[config.mk]
export PLATFORM = sky130hd
export DESIGN_NAME = mux_sel_arbiter
export DESIGN_NICKNAME = d
export VERILOG_FILES = /design/src/rtl/mux_sel_arbiter.sv
export SDC_FILE = /design/constraint.sdc
export NUM_CORES = 1
export LEC_CHECK = 0
export ABC_AREA = 1
export ABC_CLOCK_PERIOD_IN_PS = 1750
export CAP_MARGIN = 20
export CORE_UTILIZATION = 39
export CTS_CLUSTER_SIZE = 14
export DETAILED_ROUTE_END_ITERATION = 8
export DONT_BUFFER_PORTS = 1
export HOLD_SLACK_MARGIN = 0.06
export PLACE_DENSITY_LB_ADDON = 0.2
export REMOVE_ABC_BUFFERS = 1
export SLEW_MARGIN = 10
export SYNTH_ARGS = -nofsm -noshare
export SYNTH_HDL_FRONTEND = slang
export SYNTH_SLANG_ARGS = --single-unit
[constraint.sdc]
create_clock -name clk -period 1.75 [get_ports clk]
set_input_delay 0.2625 -clock clk [delete_from_list [all_inputs] [get_ports clk]]
set_output_delay 0.2625 -clock clk [all_outputs]
set_load 0.02 [all_outputs]
[src/rtl/mux_sel_arbiter.sv]
// rtl/mux_sel_arbiter.sv - round-robin select/grant generator for a 4:1 mux (optional MUX_SEL_ARB_TIMEOUT_EN)
module mux_sel_arbiter #(
    parameter int CNT_W   = 8,
    parameter int TIMEOUT = 16
) (
    input  logic             clk,
    input  logic             rst,
    input  logic [3:0]       req,
    input  logic             ack,
    output logic             s0,
    output logic             s1,
    output logic [3:0]       grant,
    output logic             valid,
    output logic [CNT_W-1:0] grant_cnt,
    output logic             to
);

    typedef enum logic {IDLE, GRANT} state_t;

    state_t           state, state_nx;
    logic [1:0]       sel, sel_nx;
    logic [1:0]       ptr, ptr_nx;
    logic [CNT_W-1:0] cnt, cnt_nx;
    logic             tmo_hit;
    logic             rel;
    logic [2:0]       win;

    if (TIMEOUT < 2) begin : g_bad_timeout
        $error("TIMEOUT must be at least 2");
    end

    // {found, index}: first requester strictly after p, wrapping around
    function automatic logic [2:0] pick(input logic [3:0] r, input logic [1:0] p);
        logic [2:0] res;
        logic [1:0] idx;
        res = 3'b000;
        for (int i = 4; i >= 1; i--) begin
            idx = p + 2'(i);
            if (r[idx]) res = {1'b1, idx};
        end
        return res;
    endfunction

    assign rel = (state == GRANT) && (ack || tmo_hit);
    assign win = pick(req, rel ? sel : ptr);

    always_comb begin
        state_nx = state;
        sel_nx   = sel;
        ptr_nx   = ptr;
        cnt_nx   = cnt;
        case (state)
            IDLE: begin
                if (win[2]) begin
                    sel_nx   = win[1:0];
                    state_nx = GRANT;
                end
            end
            GRANT: begin
                if (rel) begin
                    ptr_nx = sel;
                    if (ack) cnt_nx = cnt + 1'b1;
                    if (win[2]) sel_nx = win[1:0];
                    else        state_nx = IDLE;
                end
            end
            default: state_nx = IDLE;
        endcase
    end

    always_ff @(posedge clk or posedge rst) begin
        if (rst) begin
            state <= IDLE;
            sel   <= 2'd0;
            ptr   <= 2'd3;
            cnt   <= '0;
        end else begin
            state <= state_nx;
            sel   <= sel_nx;
            ptr   <= ptr_nx;
            cnt   <= cnt_nx;
        end
    end

`ifdef MUX_SEL_ARB_TIMEOUT_EN
    localparam int TW = (TIMEOUT > 2) ? $clog2(TIMEOUT) : 1;

    logic [TW-1:0] tmr;
    logic          to_q;

    assign tmo_hit = (tmr == TW'(TIMEOUT - 1)) && !ack;

    // timer restarts on every fresh grant, including back-to-back reloads
    always_ff @(posedge clk or posedge rst) begin
        if (rst) begin
            tmr  <= '0;
            to_q <= 1'b0;
        end else begin
            to_q <= rel && !ack;
            if (state == IDLE || rel) tmr <= '0;
            else                      tmr <= tmr + 1'b1;
        end
    end

    assign to = to_q;
`else
    assign tmo_hit = 1'b0;
    assign to      = 1'b0;
`endif

    assign s0        = sel[0];
    assign s1        = sel[1];
    assign valid     = (state == GRANT);
    assign grant     = valid ? (4'b0001 << sel) : 4'b0000;
    assign grant_cnt = cnt;

endmodule

==> impl_metrics.toml <==
[clock_network]
cts_tree = "done"
clockBufferDepth = 2
post_cts_buffers = 0
cts-root-buf = "clkbuf_4"
htree_levels = 1
clock_latency_ns = 0.27
cts.clk_slew.worst_paths_ns = 0.08
clock_sinks = 13
cts_inserted_buffers = 3

[timing]
period_needed_ns = 1.54
rsz0062_at_grt = "no"
final-max-slew-violation-count = 0
min_period_over_period_pct = 88.0
hold_ws_ns = 0.181
hold_violations = 0
finalSetupViolCount = 0
fmax_mhz = 650
skew_ns = 0.00252
fin_setup_tns_ns = 0

[synthesis]
yosysTopAreaCell = "dfrtp_1"
syn_avg_cell_area_um2 = 7.23
synth_top_area_share_pct = 32.0
synth_seq_cells = 13
synth_cell_types = 21
async_reset_ff_share_pct = 100
synth_common_cells = "44 x nand2_1, 14 x inv_1, 11 x dfrtp_1, 11 x nand3_1, 5 x nand2_2"
syn_area_um2 = 861
yosys_warnings = 0
synth_flop_cell = "dfrtp_1"
synth_cells = 119
synth_area_leaders = "dfrtp_1 32%, nand2_1 19%, nand3_1 6.4%"
synth_edf_count = 0
synth_most_common_cell = "nand2_1"
ys_seq_area_share_pct = 38.1

[route]
wl_per_cell_um = 10.6
vias = 736
viasPerCell = 4.69
drt-pass1-iter-count = 2
drt_wl_total_um = 1660
drc_errors = 0
drtIter0Drc = 4
ant_nets = 0

[min_path]
hp-class = "input pin to flip-flop"

[global_routing]
grt.total_usage_pct = 15.7
grt_pass1_wl_um = 2900
grt_pass1_vias = 689
grt_max_degree = 14
grt.overflow.total = 0
antenna_found_initial = 0

[power]
p_clk_share_pct = 9.8
pwr-share-comb_pct = 52.5
total_power_mw = 1.84
vdd_ir_drop_max_uv = 899
power_frac_seq_pct = 37.6
power_density_nw_per_um2 = 1880
swShare_pct = 50.8
intPower_mw = 0.905
leakage_nw = 0.540
switchingPower_mw = 0.935

[placed_design]
detailedPlacementHpwl_um = 1330
gp_congestion = 0.886
io_buffer_count = 0
placed_area_um2 = 940

[die]
ios = 23
core_area_um2 = 2020
fp.dieH_um = 49.0
die_w_um = 49.0
placementRows = 16
initial_core_util_pct = 42.6
die_area_um2 = 2400

[setup_path]
cp-start-kind = "flip-flop"
crit_fanout = 8
critPathArrivalTime_ns = 1.71
cp_top_family = "simple AND/OR/NAND/NOR gates"
critical_path_class = "flip-flop to flip-flop"
cp_num_buf_inv = 1
slowest_stage = "dfrtp_2"
worstPathRequired_ns = 1.92
cp_cell_sequence = "nand2_4 -> nand2_4 -> nand2_4 -> nand2_2 -> nand2_1 -> nand2_1 -> nand2_1 -> nand3_2 -> nand2_2 -> inv_2 -> nand2_1 -> o21ai_2"
cp-end-kind = "flip-flop"
crit_path_max_incr_delay_ns = 0.47
crit_path_frequent_cell = "nand2_1"

[job]
drv_cap = 0

[layout]
diodes = 0
syn_to_final_growth_pct = 13.5
nets = 139
fillers = 208
drive_above_1_share_pct = 21.5
fin_area_um2 = 977

[status]
status = "finished, final reports clean"
==> per-stage QoR <==
stage          instances  util (%)  setup WS [ns]
6_report             157      48.3          0.211
3_3_place_gp         152      46.5          0.198
2_1_floorplan        118         -          0.206
5_1_grt              157      48.3         0.0591
4_1_cts              157      48.3          0.169
3_5_place_dp         152      46.5          0.187
==> cell usage in the layout (no fill, tap or decap) <==
| master | synthesis | layout |
|---|---|---|
| nand2_1 | 44 | 44 |
| inv_1 | 14 | 14 |
| nand3_1 | 11 | 11 |
| dfrtp_1 | 11 | 10 |
| buf_4 | 1 | 7 |
| nand2_2 | 5 | 5 |
| xnor2_1 | 4 | 4 |
| nand4_1 | 4 | 4 |
| nor3_1 | 4 | 4 |
| nand2_4 | 3 | 3 |
| xor2_1 | 3 | 3 |
| nor2_1 | 3 | 3 |
| clkbuf_4 | 0 | 3 |
| nand3_2 | 2 | 2 |
| inv_2 | 2 | 2 |
| dfstp_2 | 2 | 2 |
| nor2_2 | 1 | 1 |
| or2_2 | 1 | 1 |
| a21oi_1 | 1 | 1 |
| o21ai_2 | 1 | 1 |
| ha_1 | 1 | 1 |
| conb_1 | 1 | 1 |
| clkbuf_1 | 0 | 1 |
| dlygate4sd3_1 | 0 | 1 |
| dfrtp_2 | 0 | 1 |
==> cells by family (layout without fill, tap and decap cells) <==
| logic type | Yosys count | in the layout | share of synthesized area, % |
|---|---|---|---|
| flops | 13 | 13 | 38.1 |
| fa+ha+maj | 1 | 1 | 1.45 |
| buf+inv | 17 | 28 | 7.85 |
| simple gates | 78 | 78 | 43.5 |
| compound gates | 2 | 2 | 1.60 |
| other cells | 1 | 1 | 0.436 |
| xor+xnor | 7 | 7 | 7.12 |
==> worst paths after layout <==
| check | depth (start not counted) | from | slack [ns] | to |
|---|---|---|---|---|
| max in group asynchronous | 2 | rst | 0.94 | valid$_DFF_PP0_ |
| hold reg to reg | 2 | ptr[1]$_DFFE_PP1P_ | 0.54 | ptr[1]$_DFFE_PP1P_ |
| min in group asynchronous | 2 | rst | 0.45 | grant_cnt[4]$_DFFE_PP0P_ |
| setup / recovery | 12 | valid$_DFF_PP0_ | 0.21 | sel[1]$_DFFE_PP0P_ |
| setup reg to reg | 12 | valid$_DFF_PP0_ | 0.21 | sel[1]$_DFFE_PP0P_ |
| hold / removal | 2 | ack | 0.18 | ptr[1]$_DFFE_PP1P_ |
==> state kept, by name (all words and copies together), names as in the netlist <==
name	count
grant_cnt	8
ptr	2
sel	2
valid	1
==> layout make-up <==
class	instances	area, um^2	share of cell area (%)
multi-input combinational	89	465	47.6
sequential	13	329	33.7
timing repair buffer	8	62.6	6.40
inverter	16	60.1	6.15
tap	27	33.8	3.46
clock buffer	4	26.3	2.69
==> power groups by stage <==
stage          clock, mW  sequential [mW]  combinational, mW
3_3_place_gp           0            0.699              0.956
4_1_cts            0.192            0.695              0.975
2_1_floorplan          0            0.715              0.696
3_5_place_dp           0            0.701              0.968
6_report           0.181            0.692              0.967
5_1_grt            0.213            0.718               1.10
==> timing repair <==
action | CTS | global route
hold buffers | 1 | 0
endpoints found under the hold margin | 11 | 0
endpoints found under the setup margin | 0 | 1
gates resized for setup | 0 | 1
==> metal layers <==
metal	vias to the layer above	part of all wire (%)	global-route usage, %
met1	325	50	19.3
met5	-	0	0
met2	21	44	25.0
met4	0	0	2.94
met3	0	6.6	7.79
li1	390	-	-
(Power assumes the default switching activity.)
